**config.mk**
```make
export PLATFORM = sky130hd
export DESIGN_NAME = act_scheduler
export DESIGN_NICKNAME = d
export VERILOG_FILES = /design/src/rtl/act_sched_pkg.sv /design/src/rtl/act_scheduler_rr_arbiter.sv /design/src/rtl/act_scheduler.sv
export SDC_FILE = /design/constraint.sdc
export NUM_CORES = 1
export LEC_CHECK = 0
export CORE_MARGIN = 2
export CORE_UTILIZATION = 47
export CTS_CLUSTER_DIAMETER = 150
export DETAILED_ROUTE_END_ITERATION = 8
export PLACE_DENSITY = 0.89
export SYNTH_ARGS = -nofsm -noshare
export SYNTH_HDL_FRONTEND = slang
export SYNTH_SLANG_ARGS = --single-unit
```
**constraint.sdc**
```tcl
create_clock -name clk -period 3.9 [get_ports clk]
set_input_delay 0.585 -clock clk [delete_from_list [all_inputs] [get_ports clk]]
set_output_delay 0.585 -clock clk [all_outputs]
set_load 0.1 [all_outputs]
```
**src/rtl/act_sched_pkg.sv**
```systemverilog
// Shared types and sizing helpers for the activation-unit scheduler.
// No logic; imported by the arbiter and the scheduler top.
package act_sched_pkg;

    localparam int DATA_W = 8;

    typedef enum logic [1:0] {
        IDLE  = 2'd0,
        RUN   = 2'd1,
        DRAIN = 2'd2
    } sched_state_t;

    function automatic int id_width(input int n);
        return ($clog2(n) < 1) ? 1 : $clog2(n);
    endfunction

endpackage

```
**src/rtl/act_scheduler_rr_arbiter.sv**
```systemverilog
// Round-robin arbiter: one-hot grant to the first request above ptr_i (wrapping), combinational.
// Zero latency; en_i=0 forces no grant, which is how the caller applies credit backpressure.
module rr_arbiter
    import act_sched_pkg::*;
#(
    parameter  int N   = 4,
    localparam int IDW = id_width(N)
) (
    input  logic [N-1:0]   req_i,
    input  logic [IDW-1:0] ptr_i,
    input  logic           en_i,
    output logic [N-1:0]   gnt_o,
    output logic [IDW-1:0] idx_o
);

    logic           found;
    logic [IDW-1:0] cand;

    always_comb begin
        gnt_o = '0;
        idx_o = '0;
        found = 1'b0;
        cand  = '0;
        // Offset starts at 1 so the last winner has lowest priority.
        for (int off = 1; off <= N; off++) begin
            cand = IDW'((int'(ptr_i) + off) % N);
            if (en_i && !found && req_i[cand]) begin
                found       = 1'b1;
                gnt_o[cand] = 1'b1;
                idx_o       = cand;
            end
        end
    end

endmodule

```
**src/rtl/act_scheduler.sv**
```systemverilog
// Shares one ActivationUnit among N requesters; result out_valid ACT_LAT+1 cycles after a transfer cycle.
// Grants stop when in-flight plus buffered results reach FIFO_DEPTH; ACT_SCHED_PERF_CNT_EN adds busy/stall counters.
module act_scheduler
    import act_sched_pkg::*;
#(
    parameter  int N          = 4,
    parameter  int ACT_LAT    = 1,
    parameter  int FIFO_DEPTH = 4,
    localparam int IDW        = id_width(N)
) (
    input  logic                clk,
    input  logic                rst,
    input  logic                en,
    input  logic                flush,
    output logic                flush_done,
    input  logic [N-1:0]        req_valid,
    input  logic [DATA_W*N-1:0] req_data,
    output logic [N-1:0]        req_ready,
    output logic [DATA_W-1:0]   act_data_in,
    input  logic [DATA_W-1:0]   act_data_out,
    output logic                out_valid,
    output logic [DATA_W-1:0]   out_data,
    output logic [IDW-1:0]      out_id,
    input  logic                out_ready
`ifdef ACT_SCHED_PERF_CNT_EN
    ,
    output logic [31:0]         busy_cycles,
    output logic [31:0]         stall_cycles
`endif
);

    localparam int CW = $clog2(FIFO_DEPTH + 1);
    localparam int PW = (FIFO_DEPTH > 1) ? $clog2(FIFO_DEPTH) : 1;

    sched_state_t   state_q;
    logic           flush_done_q;
    logic [IDW-1:0] rr_ptr_q;
    logic [IDW-1:0] win_idx;
    logic           credit_ok;
    logic           arb_en;
    logic           xfer;
    logic           push;
    logic           pop;

    logic [CW-1:0]  inflight_cnt_q, inflight_cnt_d;
    logic [CW-1:0]  fifo_cnt_q, fifo_cnt_d;

    logic [ACT_LAT-1:0] tag_vld_q;
    logic [IDW-1:0]     tag_id_q [ACT_LAT];

    logic [DATA_W-1:0]  fifo_dat_q [FIFO_DEPTH];
    logic [IDW-1:0]     fifo_id_q  [FIFO_DEPTH];
    logic [PW-1:0]      wr_ptr_q, rd_ptr_q;

    function automatic logic [PW-1:0] ptr_inc(input logic [PW-1:0] p);
        return (p == PW'(FIFO_DEPTH - 1)) ? '0 : p + 1'b1;
    endfunction

    // Registered counts only: a pop in this cycle frees credit next cycle.
    assign credit_ok = ({1'b0, inflight_cnt_q} + {1'b0, fifo_cnt_q}) < (CW + 1)'(FIFO_DEPTH);
    assign arb_en    = (state_q == RUN) && !flush && credit_ok;

    rr_arbiter #(.N(N)) u_arb (
        .req_i (req_valid),
        .ptr_i (rr_ptr_q),
        .en_i  (arb_en),
        .gnt_o (req_ready),
        .idx_o (win_idx)
    );

    assign xfer        = |req_ready;
    assign act_data_in = xfer ? req_data[int'(win_idx) * DATA_W +: DATA_W] : '0;
    assign push        = tag_vld_q[ACT_LAT-1];
    assign pop         = out_valid && out_ready;

    assign inflight_cnt_d = inflight_cnt_q + CW'(xfer) - CW'(push);
    assign fifo_cnt_d     = fifo_cnt_q + CW'(push) - CW'(pop);

    assign out_valid  = (fifo_cnt_q != '0);
    assign out_data   = fifo_dat_q[rd_ptr_q];
    assign out_id     = fifo_id_q[rd_ptr_q];
    assign flush_done = flush_done_q;

    always_ff @(posedge clk or posedge rst) begin
        if (rst) begin
            state_q      <= IDLE;
            flush_done_q <= 1'b0;
        end else begin
            flush_done_q <= 1'b0;
            case (state_q)
                IDLE:    if (en) state_q <= RUN;
                RUN:     if (flush) state_q <= DRAIN;
                DRAIN: begin
                    if (inflight_cnt_q == '0 && fifo_cnt_q == '0) begin
                        flush_done_q <= 1'b1;
                        state_q      <= IDLE;
                    end
                end
                default: state_q <= IDLE;
            endcase
        end
    end

    always_ff @(posedge clk or posedge rst) begin
        if (rst) begin
            rr_ptr_q <= IDW'(N - 1);
        end else if (xfer) begin
            rr_ptr_q <= win_idx;
        end
    end

    // Tag pipeline mirrors the ActivationUnit latency so each output byte gets its requester id.
    always_ff @(posedge clk or posedge rst) begin
        if (rst) begin
            tag_vld_q      <= '0;
            inflight_cnt_q <= '0;
            for (int i = 0; i < ACT_LAT; i++) tag_id_q[i] <= '0;
        end else begin
            tag_vld_q[0]   <= xfer;
            tag_id_q[0]    <= win_idx;
            inflight_cnt_q <= inflight_cnt_d;
            for (int i = 1; i < ACT_LAT; i++) begin
                tag_vld_q[i] <= tag_vld_q[i-1];
                tag_id_q[i]  <= tag_id_q[i-1];
            end
        end
    end

    always_ff @(posedge clk or posedge rst) begin
        if (rst) begin
            wr_ptr_q   <= '0;
            rd_ptr_q   <= '0;
            fifo_cnt_q <= '0;
            for (int i = 0; i < FIFO_DEPTH; i++) begin
                fifo_dat_q[i] <= '0;
                fifo_id_q[i]  <= '0;
            end
        end else begin
            fifo_cnt_q <= fifo_cnt_d;
            if (push) begin
                fifo_dat_q[wr_ptr_q] <= act_data_out;
                fifo_id_q[wr_ptr_q]  <= tag_id_q[ACT_LAT-1];
                wr_ptr_q             <= ptr_inc(wr_ptr_q);
            end
            if (pop) begin
                rd_ptr_q <= ptr_inc(rd_ptr_q);
            end
        end
    end

    always @(posedge clk) begin
        if (!rst) assert (!(push && fifo_cnt_q == CW'(FIFO_DEPTH)));
    end

`ifdef ACT_SCHED_PERF_CNT_EN
    logic [31:0] busy_q;
    logic [31:0] stall_q;
    logic        stall_now;

    assign stall_now = (state_q == RUN) && (|req_valid) && !credit_ok;

    always_ff @(posedge clk or posedge rst) begin
        if (rst) begin
            busy_q  <= '0;
            stall_q <= '0;
        end else begin
            if (xfer && busy_q != '1)       busy_q  <= busy_q + 32'd1;
            if (stall_now && stall_q != '1) stall_q <= stall_q + 32'd1;
        end
    end

    assign busy_cycles  = busy_q;
    assign stall_cycles = stall_q;
`endif

endmodule

```
Yosys cells after proc, flatten, opt, wreduce, memory -nomap -nowiden
Index checks and enable logic that the tools add are counted.

Eq/ne operators: 7. Magnitude comparators: 12. Bitwise operators: 5. Shifts and indexed selects: 1. Muxes and demuxes: 48. Add/sub/neg operators: 11. Reduce and logical (&&, ||, !) cells: 26.

Operator list (count): $bwmux W32 (1); $mux W8 (4); $shiftx A32 B6 Y8 (1); $mux W2 (12); $bmux W8 S2 (1); $demux W8 S2 (1); $logic_and A1 B1 Y1 (16); $mux W4 (4); $mux W1 (13); $lt A2 B3 Y1 const B (4); $or A4 B4 Y4 (3); $add A2 B1 Y2 const B (4); $bmux W1 S2 (4); $bwmux W8 (1); $demux W1 S2 (4); $ge A2 B1 Y1 const B (4); $add A3 B1 Y3 (2); $eq A2 B2 Y1 const B (3); $ge A3 B3 Y1 const B (2); $logic_not A3 Y1 (2); $ne A2 B2 Y1 const B (3); $not A2 Y3 (2); $pmux W2 S3 (1); $sub A3 B1 Y3 (2); other kinds (12) (16).

Input bits: 49. Word-level logic and storage cells: 127. Output and inout port bits: 24. Register bits after elaboration: 58.

Longest topological paths before layout
Gate-level depths: netlist of the first run.

Depth in word-level cells: 20. Mapped depth: 14. Depth with buffers taken out: 11.

Hierarchy
Synthesis of the first run repeated with hierarchy kept, for this count alone.

Cells, all modules: 236. Area, all modules: 3274.4 um^2.

By module, submodules not included: act_scheduler (sequential area each 1453.9 um^2, cells an instance 188, area an instance 2827.7 um^2, times used 1); rr_arbiter (sequential area each 0.0 um^2, cells an instance 48, area an instance 446.7 um^2, times used 1).

Worst setup path after synthesis of the first run
OpenSTA, ideal clock, no wires.

Path kind: flip-flop to output port. Start point: register rr_ptr_q[1]. End point: output port act_data_in[0]. Buffers on the path: 3. Arrival: 4.296 ns. Cell stages (with the launch flop): 12. Data required time: 3.315 ns. Setup slack: -0.981 ns. Path through: dfstp_2 -> buf_2 -> inv_1 -> ha_1 -> buf_2 -> mux2i_1 -> mux2_2 -> a31oi_1 -> o211ai_1 -> or4_4 -> buf_6 -> o31a_2.

Word-level cells in the longest chain between the ends: 19.

Ends and longest elaborated chain: start: declaration (RTL line act_scheduler.sv:37) `logic [IDW-1:0] rr_ptr_q;`; start signal: assignment (RTL line act_scheduler.sv:106) `rr_ptr_q <= IDW'(N - 1);`; start signal: assignment (RTL line act_scheduler.sv:108) `rr_ptr_q <= win_idx;`; parallel branches: the longest is 16 deep, another holds $lt A2 B3 Y1; $mux W4 (*) (RTL line act_scheduler_rr_arbiter.sv:27) `if (en_i && !found && req_i[cand]) begin`; net req_ready[1] (RTL line act_scheduler.sv:18) `output logic [N-1:0] req_ready,`; $reduce_or A4 Y1 (*) (RTL line act_scheduler.sv:71) `assign xfer = |req_ready;`; net xfer (RTL line act_scheduler.sv:41) `logic xfer;`; $mux W8 (*) (RTL line act_scheduler.sv:72) `assign act_data_in = xfer ? req_data[int'(win_idx) * DATA_W +: DATA_W] : '0;`; end: declaration (RTL line act_scheduler.sv:19) `output logic [DATA_W-1:0] act_data_in,`.

Mark *: on every way through the listed nets, which the timed path passes. The select of a mux whose other input is x is not followed.

Worst setup path after layout of the first run
Start point: register rr_ptr_q[0]. End point: output port act_data_in[3].

Word-level cells in the longest chain between the ends: 19.

Ends and longest elaborated chain: $add A2 B1 Y2 (RTL line act_scheduler_rr_arbiter.sv:26) `cand = IDW'((int'(ptr_i) + off) % N);`; $bmux W1 S2 (RTL line act_scheduler_rr_arbiter.sv:27); $mux W1 (not written as such) (RTL line act_scheduler_rr_arbiter.sv:27); $logic_and A1 B1 Y1 (RTL line act_scheduler_rr_arbiter.sv:27); $mux W1 (RTL line act_scheduler_rr_arbiter.sv:27); $logic_not A1 Y1 (RTL line act_scheduler_rr_arbiter.sv:27); $logic_and A1 B1 Y1 (2 in series) (RTL line act_scheduler_rr_arbiter.sv:27); $mux W1 (RTL line act_scheduler_rr_arbiter.sv:27); $logic_not A1 Y1 (RTL line act_scheduler_rr_arbiter.sv:27); $logic_and A1 B1 Y1 (2 in series) (RTL line act_scheduler_rr_arbiter.sv:27); $mux W1 (RTL line act_scheduler_rr_arbiter.sv:27); $logic_not A1 Y1 (RTL line act_scheduler_rr_arbiter.sv:27); $logic_and A1 B1 Y1 (2 in series) (RTL line act_scheduler_rr_arbiter.sv:27); $mux W2 or $mux W4 (tied branches) (RTL line act_scheduler_rr_arbiter.sv:27); $shiftx A32 B6 Y8 or $reduce_or A4 Y1 (tied branches) (RTL line act_scheduler.sv:72, act_scheduler.sv:71); $mux W8 (*) (RTL line act_scheduler.sv:72).

Mark *: on every way between the ends. The rest lies on a longest branch, timed or not. The select of a mux whose other input is x is not followed.

==> reports/results.ini, run 1 <==
[synth]
ys_top_cells_by_area=dfrtp_1 (40%), mux2_2 (14%), mux4_2 (7.7%)
synthSimpleGateAreaFrac_pct=11.6
synthXorXnorAreaFrac_pct=0.999
synthesis.nets=367
ys_seq_area_share_pct=41.5
synth-seq-cells=58
synth_compound_area_share_pct=6.75
synth_adder_area_share_pct=7.92
netlist-cell-type-count=45
synth_ff_type=dfrtp_1
avgSynthCellArea_um2=11.8
synth_top_family_by_area=multiplexers
synth_largest_area_cell=dfrtp_1
async_flop_share_pct=100
synth_mux_area_share_pct=27.0
synth_area_mm2=0.00351
synth_edf_count=0
synth.top_cell.area_share_pct=40.0
yosys_warnings=0
syn_inst=297

[routing]
finalWirelength_um=8350
dr.pass1.iters=5
drt-vias-per-instance=5.51
drc=0
wl_per_cell_um=16.6
drtIter0Drc=107
vias=2768
final_antenna_net_count=0

[sta]
hold_viol=0
skew_ns=0.00646
min_period_ns=3.94
rsz0062_at_grt=yes
max_slew.worst_pin.slew_ns=0.977
setup_violations=8
fin_crit_sh_pct=101
worst_slack_ns=-0.0380
whs_ns=0.497
slew_headroom_pct=34.6
fmax_mhz=254
finalSetupTns_ns=-0.240
slew_violations=0

[critical_path]
worst_setup_path_end_kind=output pin
reg2reg_slack_ns=0.02
start_kind=flop
cp_max_fo=8
critical_path_class=flop to output pin
required_ns=3.31
r2r_end=inflight_cnt_q[2]
rr_startpoint=rr_ptr_q[0]
ff2ff_path_depth=13
cp.arrival_ns=3.35

[floorplanning]
fp.coreArea_mm2=0.00725
start_util_pct=48.3
top_level_ports=73
die_y_um=90.4
die_w_um=90.4
rows=31
dieArea_mm2=0.00817

[min_path]
hold_path.startpoint=state_q[1]
hp-class=flop to flop
min_to=state_q[0]
hold_depth=1

[placement]
place_area_mm2=0.00457
gp_congestion=0.940
portBuffers=72
dp_hpwl_um=5640
placed_cells=468

[clocking]
cts_buffers=9
clk_latency_ns=0.33
htree_levels=3
cts_tree=done
clock-sinks=58
clk_root_buffer_cell=clkbuf_8
clkSlewWorstSetupHoldPaths_ns=0.06
cts.path.max_buffers=2

[power]
power_mw=3.75
ir_drop_mv=0.289
pwr_density_cell_mw_per_mm2=762
leakagePower_nw=2.16

[global_route]
antenna_found_initial=0
grt_pass1_vias=2908
grt_usage_pct=20.4
met2_usage_pct=37.5
grt_max_degree=44
gr-usage-met1_pct=23.4
overflow=0
grt.busiest_layer=met2
grt_pass1_wl_um=13500
met3_usage_pct=4.17

[finish]
drive_gt1_share_pct=34.0
area_delta_synth_final_pct=40.5
final_nets=468
final_area_mm2=0.00492
stdcell_count=502
layout_commonest_cell=clkdlybuf4s50_1
n_antenna_cell=0
mostFrequentLayoutCells=clkdlybuf4s50_1 (60), dfrtp_1 (56), mux2_2 (43), nand2_1 (33), buf_4 (29)

[status]
status=complete, but fails checks
failed_checks=negative setup slack

[flow_run]
cap_violations=0

## stage by stage
stage,utilization [%],setup slack [ns]
after global routing,67.9,-0.0942
after CTS,66.3,-0.00672
after global placement,63.1,0.0924
after floorplan,-,-0.814
after detailed placement,63.1,-0.0133
final,67.9,-0.0380
## cells by family (layout without fill, tap and decap cells)
group,count (synthesis),count (layout)
AOI/OAI and AO/OA,30,30
xor gates and xnor gates,4,4
adders and majority gates,21,21
buffers and inverters,33,138
DFF,58,58
muxes,71,71
and+or+nand+nor,80,81
## critical path, cell delays in order (launching register included)
cell and delay (ns):
dfstp_2 0.56, clkinvlp_4 0.17, ha_4 0.31, buf_6 0.12, mux4_2 0.39, buf_4 0.17
nor2b_1 0.26, nand4_1 0.16, o211ai_1 0.26, or4_4 0.28, o31a_4 0.17, buf_12 0.17
## state kept, by name, indices dropped and copies added, names as in the netlist
register        count
tag_id_q            2
fifo_id_q           8
push                1
wr_ptr_q            2
fifo_dat_q         32
rr_ptr_q            2
inflight_cnt_q      3
flush_done          1
fifo_cnt_q          3
state_q             2
rd_ptr_q            2
## worst max-delay path by stage
stage	startpoint	to	slack (ns)	cells past startpoint
finish	rr_ptr_q[0]	act_data_in[3]	-0.04	11
detailed placement	req_valid[1]	inflight_cnt_q[2]	-0.01	10
global route	rr_ptr_q[0]	act_data_in[5]	-0.09	11
floorplan	rr_ptr_q[0]	inflight_cnt_q[2]	-0.81	14
CTS	rr_ptr_q[0]	act_data_in[3]	-0.007	10
global placement	req_valid[1]	inflight_cnt_q[2]	0.09	10
## report_power, final
part,internal [mW],total (mW),switching [mW]
combinational,0.888,2.19,1.30
clock,0.244,0.476,0.232
sequential,0.865,1.08,0.218
total,2.00,3.75,1.76
## repair_timing
action	CTS	global route
hold buffers	0	0
pin swaps	2	5
gates cloned	0	1
resized for setup	3	9
endpoints found under the setup margin	8	9
buffers inserted	7	10
## synth_stat cells (3+ instances only)
cell and count:
nor2_1 10, a211oi_1 3, and3_1 8, mux4_2 12, nor2b_1 3, xnor2_1 4, dfrtp_1 56, mux2_2 43
o211ai_1 5, ha_1 19, o21ai_0 3, nand2_1 33, mux2i_1 14, buf_2 5, o31a_2 8, clkbuf_1 4
inv_1 19, nand4_1 8, a31oi_1 4
## layer usage
metal / wire [um] / part of all wire, %
met5: 0 / 0
met4: 199 / 2.4
met3: 463 / 5.5
met2: 4340 / 52
met1: 3350 / 40
## final cells by class
| class | instances | area, um2 |
|---|---|---|
| Clock inverter | 5 | 30.0 |
| Clock buffer | 11 | 141 |
| Tap cell | 99 | 124 |
| Multi-Input combinational cell | 207 | 2010 |
| Fill cell | 523 | 2330 |
| Timing Repair Buffer | 103 | 1090 |
| Inverter | 19 | 78.8 |
| Sequential cell | 58 | 1450 |
No activity file was read; power rests on OpenSTA's default activity.
==> inputs of run 2 (changes only) <==
--- a/config.mk
+++ b/config.mk
@@ -9,6 +9,7 @@
 export CORE_UTILIZATION = 47
 export CTS_CLUSTER_DIAMETER = 150
 export DETAILED_ROUTE_END_ITERATION = 8
+export GPL_TIMING_DRIVEN = 0
 export PLACE_DENSITY = 0.89
 export SYNTH_ARGS = -nofsm -noshare
 export SYNTH_HDL_FRONTEND = slang
==> run 2 against run 1 <==
Net effect:
- the run still ends with negative setup slack left
- highest routed layer unchanged
- global-route usage grew 0.50 points
- register-to-register slack improved by 0.05 ns
- combinational power is 3% higher
- clock skew down 0.0032 ns
- worst hold slack better by 0.0042 ns
- critical endpoint is now act_data_in[4]
==> reports/results.ini, run 2 (same netlist as run 1, synthesis figures left out) <==
[routing]
vias=2776
dr.pass1.iters=4
drc=0
wl_per_cell_um=16.3
final_antenna_net_count=0
drt-vias-per-instance=5.53
drtIter0Drc=104
finalWirelength_um=8200

[finish]
area_delta_synth_final_pct=42.0
layout_commonest_cell=clkdlybuf4s50_1
drive_gt1_share_pct=34.7
fill_cells=501
largest_reg_flops=32
final_nets=468
top_register=fifo_dat_q
n_antenna_cell=0
reg.largest.list=fifo_dat_q: 32 flops, fifo_id_q: 8 flops
mostFrequentLayoutCells=clkdlybuf4s50_1 (60), dfrtp_1 (56), mux2_2 (42), nand2_1 (33), buf_4 (19)

[clocking]
clkSlewWorstSetupHoldPaths_ns=0.06
cts_buffers=9
clk_latency_ns=0.33
clk_root_buffer_cell=clkbuf_8
clock-sinks=58
cts.path.max_buffers=2
cts_tree=done
htree_levels=3
ctsHoldBuffers=0

[floorplanning]
rows=31
dieArea_mm2=0.00817
start_util_pct=48.3
fp.coreArea_mm2=0.00725
top_level_ports=73
die_y_um=90.4
die_w_um=90.4

[flow_run]
cap_violations=0

[placement]
gp_congestion=0.906
dp_hpwl_um=5600
dp_slack_ns=-1.05
portBuffers=72

[critical_path]
path_buf_inv=4
cp_max_fo=10
start_kind=input pin
max_stage_delay_ns=0.61
cp.arrival_ns=3.35
required_ns=3.31
path_delay_family=buffers and inverters
path_cells=clkdlybuf4s50_1 -> buf_2 -> mux4_2 -> and2_4 -> a31oi_1 -> o211ai_1 -> or4_4 -> buf_16 -> o31a_4 -> buf_12
worst_setup_path_end_kind=output pin
cpMaxStageDelayCell=or4_4
critical_path_class=input pin to output pin

[sta]
fin_crit_sh_pct=101
finalSetupTns_ns=-0.286
slew_violations=0
worst_slack_ns=-0.0379
rsz0062_at_grt=yes
skew_ns=0.00328
min_period_ns=3.94
setup_violations=8
hold_viol=0
fmax_mhz=254
max_slew.worst_pin.slew_ns=0.973
slew_headroom_pct=34.9

[power]
p_int_mw=2.13
pwr_density_cell_mw_per_mm2=776
power_frac_comb_pct=58.3
power_frac_seq_pct=27.0
pwr-share-clk_pct=14.6
ir_drop_mv=0.295
power.switching_mw=1.73
leakagePower_nw=2.16
swShare_pct=44.7

[global_route]
grt_pass1_wl_um=13700
overflow=0
grt_pass1_vias=2931
antenna_found_initial=0
grt_usage_pct=20.9
grt_max_degree=36

[status]
failed_checks=negative setup slack
status=complete, but fails checks

[min_path]
hp-class=flop to flop

## run 2: final cells by class
| class | instances | area [um2] | area share [%] |
|---|---|---|---|
| buffer | 11 | 80.1 | 1.61 |
| clock buffer | 12 | 155 | 3.12 |
| clock inverter | 4 | 50.0 | 1.01 |
| inverter | 19 | 78.8 | 1.58 |
| multi-input combinational | 206 | 2040 | 41.0 |
| sequential | 58 | 1450 | 29.2 |
| tap | 99 | 124 | 2.49 |
| timing repair buffer | 93 | 993 | 20.0 |
## run 2: timing repair
| item | 4_1_cts | 5_1_grt |
|---|---|---|
| pin swaps | 4 | 7 |
| gates resized for setup | 100 | 17 |
| setup buffers | 10 | 9 |
| setup endpoints to repair | 13 | 10 |
| cloned | 1 | 0 |
## run 2: power by group through the flow
stage	clock network [mW]	registers [mW]	logic, mW
2_1_floorplan	0	0.990	1.71
3_3_place_gp	0	1.02	2.03
3_5_place_dp	0	1.05	2.09
4_1_cts	0.574	1.04	2.24
5_1_grt	0.598	1.08	2.40
6_report	0.565	1.04	2.25
## run 2: stage by stage
step	hold slack, ns	total power [mW]	utilization (%)	area, um2	cells
2_1_floorplan	0.443	2.70	-	3570	297
3_3_place_gp	0.478	3.05	60.9	4420	468
3_5_place_dp	0.477	3.14	61.2	4440	469
4_1_cts	0.498	3.85	67.3	4880	496
5_1_grt	0.512	4.07	68.6	4980	502
6_report	0.502	3.86	68.6	4980	502
## run 2: layer usage
metal / track usage (%) / share of wire [%] / up-vias
li1: - / - / 1288
met1: 24.7 / 39 / 1349
met2: 36.2 / 52 / 119
met3: 5.01 / 6.1 / 20
met4: 9.23 / 2.3 / 0
met5: 0 / 0 / -
## run 2: worst reg2reg max path: cells and delay by family (launching register included)
kind	cells	cell delay, ns
AO/OA/AOI/OAI	2	0.31
XOR/XNOR	2	0.32
adder cells (fa/ha/maj)	3	0.90
buffers and inverters	3	0.45
flip-flops	1	0.58
multiplexers	1	0.41
AND/OR/NAND/NOR	2	0.79
## run 2: worst paths after layout
| path | from | end | slack (ns) | depth (start not counted) |
|---|---|---|---|---|
| min in group asynchronous | rst | fifo_dat_q[8] | 0.61 | 2 |
| min reg2reg | fifo_dat_q[17] | fifo_dat_q[17] | 0.50 | 1 |
| max | req_valid[2] | act_data_in[4] | -0.04 | 10 |
| min | fifo_dat_q[17] | fifo_dat_q[17] | 0.50 | 1 |
| max reg2reg | rr_ptr_q[1] | inflight_cnt_q[2] | 0.07 | 13 |
| max in group asynchronous | rst | fifo_dat_q[27] | 2.74 | 3 |
==> inputs of run 3 (changes only) <==
--- a/config.mk
+++ b/config.mk
@@ -6,11 +6,12 @@
 export NUM_CORES = 1
 export LEC_CHECK = 0
 export CORE_MARGIN = 2
-export CORE_UTILIZATION = 47
+export CORE_UTILIZATION = 46
 export CTS_CLUSTER_DIAMETER = 150
 export DETAILED_ROUTE_END_ITERATION = 8
 export GPL_TIMING_DRIVEN = 0
 export PLACE_DENSITY = 0.89
 export SYNTH_ARGS = -nofsm -noshare
 export SYNTH_HDL_FRONTEND = slang
+export SYNTH_HIERARCHICAL = 1
 export SYNTH_SLANG_ARGS = --single-unit
==> run 3 against run 2 <==
Net effect:
- the flow now finishes without violations
- core utilization fell by 0.96 points
- combinational power fell by 9.3%
- clock skew rose by 0.0029 ns
- worst hold slack got worse by 0.043 ns
- register-to-register slack improved by 0.32 ns
- synthesized cell count fell by 21%
- non-clock buffer count fell by 10
- routed wire length fell by 9.3%
- clock power rose by 8.0%
- critical path depth fell by 1
- first-iteration DRC count fell by 43%
==> reports/results.ini, run 3 <==
[status]
status=completed

[critical_path]
path_delay_family=simple AND/OR/NAND/NOR gates
path_cells=clkinvlp_4 -> ha_4 -> mux4_2 -> and3_1 -> a221o_2 -> nor4_4 -> clkbuf_8 -> nor2b_4 -> buf_6
cp_max_fo=5
cp.arrival_ns=3.24
critical_path_class=flop to output pin
max_stage_delay_ns=0.59
required_ns=3.31
reg2reg_slack_ns=0.39
path_buf_inv=3
worst_setup_path_end_kind=output pin
cpMaxStageDelayCell=dfstp_2
start_kind=flop

[sta]
skew_ns=0.00621
hold_viol=0
max_slew.worst_pin.slew_ns=0.985
whs_ns=0.459
fmax_mhz=261
slew_headroom_pct=34.1
setup_violations=0
rsz0062_at_grt=yes
worst_slack_ns=0.0739
finalSetupTns_ns=0
fin_crit_sh_pct=98.1
min_period_ns=3.83
slew_violations=0

[global_route]
gr-usage-met1_pct=23.8
grt.busiest_layer=met2
antenna_found_initial=0
grt_pass1_wl_um=11400
grt_pass1_vias=2419
met2_usage_pct=33.8
overflow=0
grt_max_degree=37
met3_usage_pct=5.22
grt_usage_pct=19.4

[power]
swShare_pct=43.6
power_mw=3.68
p_int_mw=2.08
ir_drop_mv=0.351
pwr-share-clk_pct=16.6
leakagePower_nw=1.97
power.switching_mw=1.60
pwr_density_cell_mw_per_mm2=796
power_frac_comb_pct=55.4
power_frac_seq_pct=28.0

[flow_run]
cap_violations=0

[finish]
top_register=fifo_dat_q
fill_cells=487
n_antenna_cell=0
drive_gt1_share_pct=41.8
largest_reg_flops=32
final_area_mm2=0.00462
reg.largest.list=fifo_dat_q: 32 flops, fifo_id_q: 8 flops
area_delta_synth_final_pct=41.2
final_nets=402
layout_commonest_cell=clkdlybuf4s50_1
mostFrequentLayoutCells=clkdlybuf4s50_1 (60), dfrtp_1 (56), mux2_2 (45), mux4_2 (22), ha_1 (17)

[clocking]
clk_root_buffer_cell=clkbuf_8
cts_tree=done
ctsHoldBuffers=0
clock-sinks=58
htree_levels=3
clkSlewWorstSetupHoldPaths_ns=0.06
cts.path.max_buffers=2
clk_latency_ns=0.33
cts_buffers=9

[floorplanning]
die_y_um=88.4
top_level_ports=73
start_util_pct=47.9
dieArea_mm2=0.00781
fp.coreArea_mm2=0.00683
rows=30
die_w_um=88.4

[routing]
drc=0
dr.pass1.iters=6
drtIter0Drc=59
drt-vias-per-instance=5.44
final_antenna_net_count=0
vias=2354
finalWirelength_um=7440
wl_per_cell_um=17.2

[synth]
async_flop_share_pct=100
netlist-cell-type-count=33
yosysMostFrequentCell=dfrtp_1
synth_area_mm2=0.00327
ys_seq_area_share_pct=44.4
yosys_warnings=6
synth_largest_area_cell=dfrtp_1
avgSynthCellArea_um2=13.9
syn_inst=236
synth-seq-cells=58
synth_common_cells=dfrtp_1 (56), mux2_2 (45), mux4_2 (22)
synth_ff_type=dfrtp_1
synth_edf_count=0
ys_top_cells_by_area=dfrtp_1 (43%), mux2_2 (15%), mux4_2 (15%)
synth.top_cell.area_share_pct=42.8
synthesis.nets=305

[placement]
gp_congestion=0.873
dp_slack_ns=-1.04
place_area_mm2=0.00420
dp_hpwl_um=4990
portBuffers=72

[min_path]
hp-class=flop to flop

==> run 3: cell count changes in the layout (fill, tap and decap cells not counted), moves of 7 or more <==
cell     delta
nand2_1    -21
nor2b_4     +8
mux2i_1     -9
o31a_4      -8
nor2_1      -7
and3_1      -7
buf_12      -7
buf_4       -7
nand4_1     -8
mux4_2      +9
==> run 3: cells by family after synthesis <==
family          synth area share (%)
mux                             31.5
xor+xnor                        1.07
compound gates                  4.09
flops                           44.4
fa+ha+maj                       8.10
simple gates                    7.37
buf+inv                         3.44
==> run 3: worst paths after layout <==
path	start	to	cells past startpoint
worst max-delay path	rr_ptr_q[0]	act_data_in[1]	9
worst min-delay path	state_q[1]	state_q[0]	1
worst max register to register	rr_ptr_q[0]	inflight_cnt_q[2]	13
worst min register to register	state_q[1]	state_q[0]	1
max in group asynchronous	rst	fifo_dat_q[23]	3
min in group asynchronous	rst	state_q[1]	2
==> run 3: stage by stage <==
stage | cells | utilization (%)
2_1_floorplan | 236 | -
3_3_place_gp | 404 | 61.2
3_5_place_dp | 405 | 61.5
4_1_cts | 430 | 67.2
5_1_grt | 433 | 67.7
6_report | 433 | 67.7
==> run 3: area by class of cell <==
class / instances / area, um2 / area share, %
inverter: 17 / 67.6 / 1.46
clock inverter: 5 / 78.8 / 1.71
tap: 96 / 120 / 2.60
buffer: 6 / 48.8 / 1.06
multi-input combinational: 153 / 1840 / 39.8
clock buffer: 10 / 138 / 2.98
sequential: 58 / 1450 / 31.4
timing repair buffer: 88 / 876 / 18.9
==> run 3: repair_timing <==
action                     4_1_cts  5_1_grt
pin swaps                        2        3
cloned                           2        1
setup endpoints to repair       14       12
resized for setup               82        9
setup buffers                    9        3
==> run 3: metal layers <==
metal / wire length [um] / part of all wire (%) / vias to the layer above
met2: 4010 / 54 / 71
met4: 65 / 0.87 / 0
met5: 0 / 0 / -
met1: 3040 / 41 / 1209
met3: 325 / 4.4 / 9
li1: - / - / 1065
==> run 3: power groups by stage <==
stage	clock network, mW	registers, mW	logic (mW)
final	0.610	1.03	2.04
after global placement	0	1.02	1.84
after detailed placement	0	1.04	1.89
after floorplan	0	0.987	1.63
after CTS	0.624	1.02	2.01
after global routing	0.649	1.06	2.16
